--- src/rtl/echo_detector_pkg.sv ---
// rtl/echo_detector_pkg.sv - shared constants and FSM state encoding for the echo detector
package echo_detector_pkg;

    localparam int DEF_N_BITS   = 32;
    localparam int DEF_CNT_BITS = 24;
    localparam int BLANK_BITS   = 16;

    typedef enum logic [1:0] {
        ST_IDLE   = 2'd0,
        ST_BLANK  = 2'd1,
        ST_SEARCH = 2'd2,
        ST_TRACK  = 2'd3
    } state_t;

endpackage

--- src/rtl/echo_detector_if.sv ---
// rtl/echo_detector_if.sv - sample stream, measurement control and result bundle
interface echo_detector_if
    import echo_detector_pkg::*;
#(
    parameter int N_BITS   = DEF_N_BITS,
    parameter int CNT_BITS = DEF_CNT_BITS
);
    logic                  we;
    logic [N_BITS-1:0]     data_in;
    logic                  start;
    logic [N_BITS-1:0]     threshold;
    logic [BLANK_BITS-1:0] blank_len;
    logic [CNT_BITS-1:0]   max_len;
    logic                  busy;
    logic                  done;
    logic                  timeout;
    logic [CNT_BITS-1:0]   tof;
    logic [N_BITS-1:0]     peak;

    // Sample source and measurement controller side
    modport master (
        output we, data_in, start, threshold, blank_len, max_len,
        input  busy, done, timeout, tof, peak
    );

    // Detector side
    modport slave (
        input  we, data_in, start, threshold, blank_len, max_len,
        output busy, done, timeout, tof, peak
    );
endinterface

--- src/rtl/echo_detector_sample_counter.sv ---
// rtl/echo_detector_sample_counter.sv - saturating sample counter with synchronous clear
module sample_counter #(
    parameter int W = 24
) (
    input  logic         i_clk,
    input  logic         i_rst,
    input  logic         i_clr,
    input  logic         i_en,
    output logic [W-1:0] o_count
);
    logic [W-1:0] r_count;

    // Clear wins over enable; the count sticks at all-ones instead of wrapping
    always_ff @(posedge i_clk or negedge i_rst) begin
        if (!i_rst) begin
            r_count <= '0;
        end else if (i_clr) begin
            r_count <= '0;
        end else if (i_en && (r_count != {W{1'b1}})) begin
            r_count <= r_count + W'(1);
        end
    end

    assign o_count = r_count;
endmodule

--- src/rtl/echo_detector.sv ---
// rtl/echo_detector.sv - threshold echo detector measuring time of flight and echo peak
module echo_detector
    import echo_detector_pkg::*;
#(
    parameter int N_BITS   = DEF_N_BITS,
    parameter int CNT_BITS = DEF_CNT_BITS
) (
    input  logic           clk,
    input  logic           rst,
    echo_detector_if.slave bus
);
    // Wide enough to compare the counter against blank_len without truncation
    localparam int CMP_BITS = ((CNT_BITS > BLANK_BITS) ? CNT_BITS : BLANK_BITS) + 1;

    state_t                r_state;
    state_t                w_state_next;
    logic [CNT_BITS-1:0]   w_count;
    logic [N_BITS-1:0]     r_threshold;
    logic [BLANK_BITS-1:0] r_blank_len;
    logic [CNT_BITS-1:0]   r_max_len;
    logic [CNT_BITS-1:0]   r_tof;
    logic [N_BITS-1:0]     r_peak;
    logic                  r_done;
    logic                  r_timeout;

    logic                  w_start_ok;
    logic                  w_count_en;
    logic                  w_above;
    logic                  w_blank_end;
    logic                  w_expire;
    logic                  w_trigger;
    logic                  w_finish;
    logic                  w_timeout_hit;
    logic [CMP_BITS-1:0]   w_index_p1;

    assign w_start_ok  = (r_state == ST_IDLE) && bus.start;
    assign w_count_en  = bus.we && (r_state != ST_IDLE);
    assign w_above     = bus.data_in > r_threshold;
    // The current sample is the last blanked one when index + 1 reaches blank_len
    assign w_index_p1  = CMP_BITS'(w_count) + CMP_BITS'(1);
    assign w_blank_end = (w_index_p1 == CMP_BITS'(r_blank_len));
    // max_len of zero disables the timeout entirely
    assign w_expire    = (r_max_len != '0) && (w_count == (r_max_len - CNT_BITS'(1)));

    sample_counter #(
        .W (CNT_BITS)
    ) u_sample_counter (
        .i_clk   (clk),
        .i_rst   (rst),
        .i_clr   (w_start_ok),
        .i_en    (w_count_en),
        .o_count (w_count)
    );

    // State register
    always_ff @(posedge clk or negedge rst) begin
        if (!rst) begin
            r_state <= ST_IDLE;
        end else begin
            r_state <= w_state_next;
        end
    end

    // Next-state decode; a trigger takes precedence over timeout on the same sample
    always_comb begin
        w_state_next  = r_state;
        w_trigger     = 1'b0;
        w_finish      = 1'b0;
        w_timeout_hit = 1'b0;
        case (r_state)
            ST_IDLE: begin
                if (bus.start) begin
                    w_state_next = (bus.blank_len == '0) ? ST_SEARCH : ST_BLANK;
                end
            end
            ST_BLANK: begin
                if (bus.we) begin
                    if (w_expire) begin
                        w_state_next  = ST_IDLE;
                        w_timeout_hit = 1'b1;
                    end else if (w_blank_end) begin
                        w_state_next = ST_SEARCH;
                    end
                end
            end
            ST_SEARCH: begin
                if (bus.we) begin
                    if (w_above) begin
                        w_state_next = ST_TRACK;
                        w_trigger    = 1'b1;
                    end else if (w_expire) begin
                        w_state_next  = ST_IDLE;
                        w_timeout_hit = 1'b1;
                    end
                end
            end
            ST_TRACK: begin
                if (bus.we && !w_above) begin
                    w_state_next = ST_IDLE;
                    w_finish     = 1'b1;
                end
            end
            default: begin
                w_state_next = ST_IDLE;
            end
        endcase
    end

    // Configuration capture, result registers and exit pulses
    always_ff @(posedge clk or negedge rst) begin
        if (!rst) begin
            r_threshold <= '0;
            r_blank_len <= '0;
            r_max_len   <= '0;
            r_tof       <= '0;
            r_peak      <= '0;
            r_done      <= 1'b0;
            r_timeout   <= 1'b0;
        end else begin
            r_done    <= w_finish;
            r_timeout <= w_timeout_hit;
            if (w_start_ok) begin
                r_threshold <= bus.threshold;
                r_blank_len <= bus.blank_len;
                r_max_len   <= bus.max_len;
                r_tof       <= '0;
                r_peak      <= '0;
            end else if (w_trigger) begin
                r_tof  <= w_count;
                r_peak <= bus.data_in;
            end else if ((r_state == ST_TRACK) && bus.we && (bus.data_in > r_peak)) begin
                r_peak <= bus.data_in;
            end
        end
    end

    assign bus.busy    = (r_state != ST_IDLE);
    assign bus.done    = r_done;
    assign bus.timeout = r_timeout;
    assign bus.tof     = r_tof;
    assign bus.peak    = r_peak;
endmodule

--- src/flat_wrapper.sv ---
// flat-port wrapper written by rule: the top's interface ports become plain ports
module echo_detector_flat import echo_detector_pkg::*;
#(
    parameter int N_BITS   = DEF_N_BITS,
    parameter int CNT_BITS = DEF_CNT_BITS
)
  (clk, rst, bus_we, bus_data_in, bus_start, bus_threshold, bus_blank_len, bus_max_len, bus_busy, bus_done, bus_timeout, bus_tof, bus_peak);
  echo_detector_if #(.N_BITS(N_BITS), .CNT_BITS(CNT_BITS)) bus_i ();
  input  logic clk;
  input  logic rst;
  input wire logic [$bits(bus_i.we)-1:0] bus_we;
  input wire logic [$bits(bus_i.data_in)-1:0] bus_data_in;
  input wire logic [$bits(bus_i.start)-1:0] bus_start;
  input wire logic [$bits(bus_i.threshold)-1:0] bus_threshold;
  input wire logic [$bits(bus_i.blank_len)-1:0] bus_blank_len;
  input wire logic [$bits(bus_i.max_len)-1:0] bus_max_len;
  output wire logic [$bits(bus_i.busy)-1:0] bus_busy;
  output wire logic [$bits(bus_i.done)-1:0] bus_done;
  output wire logic [$bits(bus_i.timeout)-1:0] bus_timeout;
  output wire logic [$bits(bus_i.tof)-1:0] bus_tof;
  output wire logic [$bits(bus_i.peak)-1:0] bus_peak;
  assign bus_i.we = bus_we;
  assign bus_i.data_in = bus_data_in;
  assign bus_i.start = bus_start;
  assign bus_i.threshold = bus_threshold;
  assign bus_i.blank_len = bus_blank_len;
  assign bus_i.max_len = bus_max_len;
  assign bus_busy = bus_i.busy;
  assign bus_done = bus_i.done;
  assign bus_timeout = bus_i.timeout;
  assign bus_tof = bus_i.tof;
  assign bus_peak = bus_i.peak;
  echo_detector #(.N_BITS(N_BITS), .CNT_BITS(CNT_BITS)) u_core (.clk(clk), .rst(rst), .bus(bus_i));
endmodule
--- config.mk ---
export PLATFORM = sky130hd
export DESIGN_NAME = echo_detector_flat
export DESIGN_NICKNAME = d
export VERILOG_FILES = /design/src/rtl/echo_detector_pkg.sv /design/src/rtl/echo_detector_if.sv /design/src/rtl/echo_detector_sample_counter.sv /design/src/rtl/echo_detector.sv /design/src/flat_wrapper.sv
export SDC_FILE = /design/constraint.sdc
export NUM_CORES = 1
export LEC_CHECK = 0
export CORE_ASPECT_RATIO = 0.5
export CORE_UTILIZATION = 24
export CTS_CLUSTER_SIZE = 24
export DETAILED_ROUTE_END_ITERATION = 12
export PLACE_DENSITY = 0.39
export SLEW_MARGIN = 5
export SYNTH_ARGS = -nofsm -noshare
export SYNTH_HDL_FRONTEND = slang
export SYNTH_SLANG_ARGS = --single-unit
--- constraint.sdc ---
create_clock -name clk -period 4.5 [get_ports clk]
set_clock_uncertainty 0.15 [all_clocks]
set_input_delay 0.9 -clock clk [delete_from_list [all_inputs] [get_ports clk]]
set_output_delay 0.9 -clock clk [all_outputs]
set_load 0.02 [all_outputs]
==> results by group, run 1 <==
Status
  • Status: complete, but fails checks
  • Failing checks: DRC

Synth
  • Main synth FF type: dfrtp_1
  • Yosys top cell area share: 39.7%
  • Leading area contributor after synthesis: dfrtp_1
  • Ys Warns: 0
  • Post-Syn Nets: 1,335
  • Sequential cell area fraction in the yosys report: 39.7%
  • #FFs+latches synth: 156
  • Post-synth EDFFs: 0
  • Distinct cells, synth: 77
  • Synthesized area per cell: 8.51 um^2
  • Synth area leaders: dfrtp_1 (40%), ha_1 (9.2%), nand2_1 (7.1%)
  • Mapped Area: 0.00983 mm^2
  • Cells after Synth: 1,155
  • Synth async-reset ratio: 100%

Setup path
  • Critical path class: register to register
  • Capturing point of the worst reg2reg path: u_core.r_state[0]$_DFFE_PN0P_
  • Reg2reg path depth: 9
  • Crit-path most repeated cell: o2111ai_1
  • CP max FO: 10
  • CP Buf/Inv Count: 0
  • CP max stage delay: 0.68 ns
  • Slowest-stage cell, CP: dfrtp_1
  • Data arrival, critical path: 4.18 ns
  • Startpoint Class: register
  • Reg2Reg Launch Point: u_core.u_sample_counter.o_count[4]$_DFFE_PN0P_
  • Critical path capture point type: register
  • FF-to-FF setup slack: 0.49 ns
  • Crit-path leading delay family: compound AO/OA/AOI/OAI gates
  • CP required: 4.67 ns
  • Worst path cell trace: nand2_2 > or4_1 > a2111oi_0 > o2111ai_1 > a2111oi_1 > o2111ai_1 > a21oi_1 > o21ai_2 > mux2_4

Worst hold path
  • Worst Hold Class: register to register
  • Hold_sp: u_core.r_blank_len[6]$_DFFE_PN0P_
  • Hold endpoint: u_core.r_blank_len[6]$_DFFE_PN0P_
  • Hold Crit Depth: 2

Global routing
  • Largest net degree at the start of global routing: 84
  • First-pass GRT wire length: 50,600 um
  • Grt total ovfl: 0
  • Number of global-route vias before repair: 8,676
  • Initial antenna violation count: 0
  • Overall Global Routing Usage: 15.5%

Pwr
  • Power consumption: 6.84 mW
  • Peak supply drop: 292 uV
  • Power density over cell area: 541 mW/mm^2
  • Leakage: 5.45 nW

Die
  • IO Pins: 167
  • Starting density of the core: 24.8%
  • Core area: 0.0396 mm^2
  • # rows: 51
  • Die width: 288 um
  • Die ar.: 0.0418 mm^2
  • Die H: 145 um

Clock tree
  • CTS Hold Bufs: 0
  • H-Tree Depth: 4
  • Gates resized, CTS repair: 0
  • Worst skew pair latency: 0.44 ns
  • Root buffer cell: clkbuf_16
  • Clock Tree Buf Depth: 2
  • TritonCTS Buffers: 17
  • CTS tree: built
  • Clock sinks: 156
  • Post-CTS Setup Bufs: 0
  • Clock slew at reported path FFs: 0.07 ns

Timing
  • Max Slew Vio Count: 0
  • Final Worst Setup Slack: 0.489 ns
  • Fin crit period: 4.01 ns
  • RSZ-0062 raised after global routing: false
  • Period Utilization, post-route: 89.1%
  • Setup-failing EPs final: 0
  • Slew HR: 34.2%
  • Final Hold Vio Count: 0
  • Slew @ Worst Pin: 0.983 ns
  • Post-route setup TNS: 0 ns
  • Fmax: 249 MHz

Finish
  • N_diodes: 0
  • Net count, final: 1,469
  • Area grow syn2layout: 28.6%
  • Share of cells above drive strength 1: 6.53%
  • Most frequent cells in the layout: nand2_1 (185), clkdlybuf4s50_1 (165), dfrtp_1 (156)
  • Post-Layout Cell Count: 1,832
  • Post-route cell area: 0.0126 mm^2
  • Commonest non-fill, non-tap cell in the layout: nand2_1

Route
  • Metal3 WL: 1100 um
  • First-pass iteration count of the detailed router: 11
  • Top sig layer: met4
  • M1 WL: 15,500 um
  • DR vias: 8,728
  • Via density: 4.76
  • Routed wl met2: 14,700 um
  • Initial DRC Count: 615
  • WL/cell: 17.4 um
  • Final WL: 31,800 um
  • Antenna Nets Post-Route: 0
  • # DRC: 7

Run
  • Max-cap violations: 0

Placed design
  • PortBufs: 166
  • GP Congestion: 0.807
  • Dpl cells: 1,800
  • Post-DP HPWL: 23,400 um
  • DP Area: 0.0121 mm^2
  • Place WS: 0.278 ns
## synth_stat cells, types with 5 or more instances
library cell / instances
nand2_1: 185
dfrtp_1: 156
o21ai_0: 106
inv_1: 78
a21oi_1: 76
ha_1: 72
nor2_1: 65
clkbuf_1: 60
nand3_1: 56
xnor2_1: 28
mux2i_1: 21
nor3_1: 20
a21o_1: 19
nand4_1: 19
xor2_1: 19
o31ai_1: 18
nor2b_1: 15
nor4_1: 13
o21a_1: 8
buf_2: 7
and2_1: 6
or3_1: 6
nand2b_1: 5
o2111ai_1: 5
o22ai_1: 5
o41ai_1: 5
or4_1: 5
## kinds of logic after synthesis
group / share of synthesized area, %
mux: 2.52
fa+ha+maj: 9.16
simple gates: 21.2
flops: 39.7
xor+xnor: 4.19
buf+inv: 6.36
compound gates: 16.9
## registers in the layout (all words and copies together) (netlist names), 2 cells and up
signal and flops:
u_core.r_blank_len 16, u_core.r_state 2, u_core.bus.tof 24, u_core.r_max_len 24, u_core.r_threshold 32, u_core.u_sample_counter.o_count 24
u_core.bus.peak 32
## how the worst max path moves through the flow
stage,start,end,slack (ns),cells after the start
3_3_place_gp,bus_data_in[15],u_core.bus.peak[27]$_DFFE_PN0P_,0.33,13
4_1_cts,u_core.u_sample_counter.o_count[4]$_DFFE_PN0P_,u_core.r_state[0]$_DFFE_PN0P_,0.48,9
6_report,u_core.u_sample_counter.o_count[4]$_DFFE_PN0P_,u_core.r_state[0]$_DFFE_PN0P_,0.49,9
3_5_place_dp,bus_data_in[19],u_core.bus.peak[19]$_DFFE_PN0P_,0.28,12
5_1_grt,u_core.u_sample_counter.o_count[5]$_DFFE_PN0P_,u_core.r_state[0]$_DFFE_PN0P_,0.33,9
2_1_floorplan,bus_data_in[23],u_core.bus.tof[21]$_DFFE_PN0P_,0.94,11
## tightest hold or removal path, stage by stage (launching register included)
cell     delay (ns)
dfrtp_1        0.36
nand2_1        0.06
nand2_1        0.06
## where the power goes
part | internal, mW | switching [mW]
registers | 1.86 | 0.466
clock network | 0.826 | 0.680
logic | 1.30 | 1.71
total | 3.99 | 2.85
## final cells by class
type	instances	area [um^2]
clock buffers	17	425
well taps	530	663
inverters	78	293
clock inverters	15	165
fillers	4141	27000
flip-flops and latches	156	3900
repair buffers	189	1870
multi-input cells	847	5320
## metal layers
metal,global-route usage [%],vias up
met5,0,-
met4,4.15,0
met3,2.55,21
met2,24.7,142
met1,21.4,4276
li1,-,4289
## metrics by stage
stage / utilization, % / hold WS, ns
2_1_floorplan: - / 0.300
3_3_place_gp: 30.4 / 0.342
3_5_place_dp: 30.4 / 0.342
4_1_cts: 31.9 / 0.364
5_1_grt: 31.9 / 0.380
6_report: 31.9 / 0.352
(Power assumes the default switching activity.)
==> run 2: changes to the inputs <==
--- a/config.mk
+++ b/config.mk
@@ -6,6 +6,7 @@
 export NUM_CORES = 1
 export LEC_CHECK = 0
 export CORE_ASPECT_RATIO = 0.5
+export CORE_MARGIN = 8
 export CORE_UTILIZATION = 24
 export CTS_CLUSTER_SIZE = 24
 export DETAILED_ROUTE_END_ITERATION = 12
==> run 2 against run 1 <==
  * Final cell count increased by 0.55%
  * The flow now finishes without violations
  * Largest cell class unchanged
  * Die area increased by 15%
  * First-iteration DRC count decreased by 33%
  * Sequential share of layout area decreased by 0.079 points
  * Critical path depth increased by 1
  * Routed wire length increased by 4.6%
  * Sequential power about the same
  * Core utilization decreased by 0.53 points
  * Combinational power increased by 1%
  * Clock power increased by 3%
  * Hold slack got worse by 0.019 ns
==> results by group, run 2 (same netlist as run 1, synthesis figures left out) <==
Timing
  • Final Hold Vio Count: 0 (unchanged)
  • Slew HR: 40.0% (+5.8 points)
  • Hold WS: 0.333 ns (-0.0193 ns)
  • Setup-failing EPs final: 0 (unchanged)
  • RSZ-0062 raised after global routing: false
  • Fmax: 242 MHz (-3.0%)
  • Post-route setup TNS: 0 ns (unchanged)
  • Fin crit period: 4.13 ns (+0.123 ns)
  • Max Slew Vio Count: 0 (unchanged)
  • Period Utilization, post-route: 91.9% (+2.7 points)
  • Slew @ Worst Pin: 0.893 ns (-0.0900 ns)

Route
  • # DRC: 0 (-7)
  • Via density: 4.71 (-1.1%)
  • First-pass iteration count of the detailed router: 4 (-7)
  • Initial DRC Count: 412 (-33%)
  • DR vias: 8,683 (-0.52%)
  • Antenna Nets Post-Route: 0 (unchanged)
  • Final WL: 33,300 um (+4.6%)
  • WL/cell: 18.1 um (+4.0%)

Setup path
  • FF-to-FF setup slack: 0.37 ns (-0.12 ns)
  • Capturing point of the worst reg2reg path: u_core.r_state[0]$_DFFE_PN0P_
  • Reg2Reg Launch Point: u_core.u_sample_counter.o_count[0]$_DFFE_PN0P_
  • Worst path cell trace: ha_1 > and4_1 > a21oi_1 > a2111oi_0 > o2111ai_1 > a2111oi_1 > o2111ai_1 > a21oi_1 > o21ai_2 > mux2_4
  • Data arrival, critical path: 4.30 ns (+0.12 ns)
  • Reg2reg path depth: 10 (+1)
  • Startpoint Class: register
  • Critical path class: register to register
  • Slowest-stage cell, CP: a2111oi_0
  • CP required: 4.67 ns (about the same)
  • CP max stage delay: 0.68 ns (about the same)
  • Critical path capture point type: register
  • CP max FO: 8 (-2)

Global routing
  • Initial antenna violation count: 0 (unchanged)
  • Grt total ovfl: 0 (unchanged)
  • Number of global-route vias before repair: 9,041 (+4.2%)
  • First-pass GRT wire length: 53,100 um (+4.9%)
  • Largest net degree at the start of global routing: 76 (-9.5%)
  • Overall Global Routing Usage: 14.0% (-1.5 points)

Clock tree
  • H-Tree Depth: 4 (unchanged)
  • CTS tree: built
  • Clock sinks: 156 (unchanged)
  • Worst skew pair latency: 0.45 ns (about the same)
  • Gates resized, CTS repair: 0 (unchanged)
  • Root buffer cell: clkbuf_16
  • Clock slew at reported path FFs: 0.07 ns (about the same)
  • CTS Hold Bufs: 0 (unchanged)
  • TritonCTS Buffers: 17 (unchanged)
  • Post-CTS Setup Bufs: 0 (unchanged)
  • Clock Tree Buf Depth: 2 (unchanged)

Pwr
  • Net Switching: 2.85 mW (-0.20%)
  • Switch share: 41.3% (-0.44 points)
  • Power density over cell area: 544 mW/mm^2 (+0.62%)
  • Seq pwr share: 33.4% (-0.6 points)
  • Combinational power share: 44.2% (+0.2 points)
  • Leakage: 5.47 nW (+0.44%)
  • Cell Int Power: 4.05 mW (+1.6%)
  • Peak supply drop: 264 uV (-9.6%)
  • Clock Power Share: 22.4% (+0.4 points)

Status
  • Status: finished clean

Finish
  • Share of cells above drive strength 1: 6.37% (-0.15 points)
  • N_diodes: 0 (unchanged)
  • Area grow syn2layout: 29.0%
  • Most frequent cells in the layout: nand2_1 (185), clkdlybuf4s50_1 (165), dfrtp_1 (156)
  • Net count, final: 1,469 (unchanged)
  • FILL cells: 4,220 (+1.9%)
  • Commonest non-fill, non-tap cell in the layout: nand2_1

Placed design
  • Post-DP HPWL: 24,800 um (+6.0%)
  • GP Congestion: 0.830 (+2.8%)
  • PortBufs: 166 (unchanged)

Worst hold path
  • Worst Hold Class: input pin to asynchronous set/reset pin

Die
  • Starting density of the core: 24.3% (-0.48 points)
  • Die ar.: 0.0481 mm^2 (+15%)
  • Die H: 159 um (+9.6%)
  • IO Pins: 167 (unchanged)
  • Core area: 0.0404 mm^2 (+2.0%)
  • Die width: 302 um (+4.9%)
  • # rows: 52 (+2.0%)

Run
  • Max-cap violations: 0 (unchanged)
[run 2: critical path: cells and delay by family (launching register included)]
kind | cells | cell delay (ns)
AOI/OAI and AO/OA | 7 | 2.25
adders and majority gates | 1 | 0.40
DFF | 1 | 0.62
muxes | 1 | 0.30
and+or+nand+nor | 1 | 0.29
[run 2: metal layers]
layer	part of all wire (%)	track usage [%]	up-vias	wire, um
met5	0	0	-	0
met4	1.5	4.05	0	504
met3	3.2	2.25	29	1070
met2	50	24.4	157	16500
met1	46	17.5	4213	15200
li1	-	-	4284	-
[run 2: worst max path at each step]
| stage | to | startpoint | slack (ns) |
|---|---|---|---|
| after floorplan | u_core.bus.tof[21]$_DFFE_PN0P_ | bus_data_in[23] | 0.94 |
| after global placement | u_core.bus.peak[30]$_DFFE_PN0P_ | bus_data_in[19] | 0.09 |
| after detailed placement | u_core.bus.peak[8]$_DFFE_PN0P_ | bus_data_in[13] | 0.04 |
| after CTS | u_core.r_state[0]$_DFFE_PN0P_ | u_core.u_sample_counter.o_count[0]$_DFFE_PN0P_ | 0.41 |
| after global routing | u_core.bus.peak[31]$_DFFE_PN0P_ | bus_data_in[15] | 0.12 |
| final | u_core.r_state[0]$_DFFE_PN0P_ | u_core.u_sample_counter.o_count[0]$_DFFE_PN0P_ | 0.37 |
[run 2: power by group through the flow]
stage          clock network, mW  logic, mW  registers [mW]
3_3_place_gp                   0       3.03            2.33
4_1_cts                     1.61       3.10            2.32
5_1_grt                     1.66       3.46            2.37
2_1_floorplan                  0       1.92            2.33
3_5_place_dp                   0       3.08            2.34
6_report                    1.55       3.05            2.30
[run 2: final cells by class]
class	count	area, um^2	share of cell area, %
multi-input cells	847	5320	41.9
clock inverters	12	159	1.25
flip-flops and latches	156	3900	30.8
repair buffers	189	1890	14.9
well taps	540	676	5.33
clock buffers	20	447	3.52
inverters	78	293	2.31
[run 2: stage by stage]
step	total power, mW	worst slack (ns)	util, %	area [um^2]	instances
detailed placement	5.41	0.0416	29.9	12100	1810
CTS	7.02	0.410	31.4	12700	1842
finish	6.90	0.366	31.4	12700	1842
global placement	5.36	0.0909	29.9	12100	1810
global route	7.49	0.121	31.4	12700	1842
floorplan	4.24	0.939	-	9830	1155
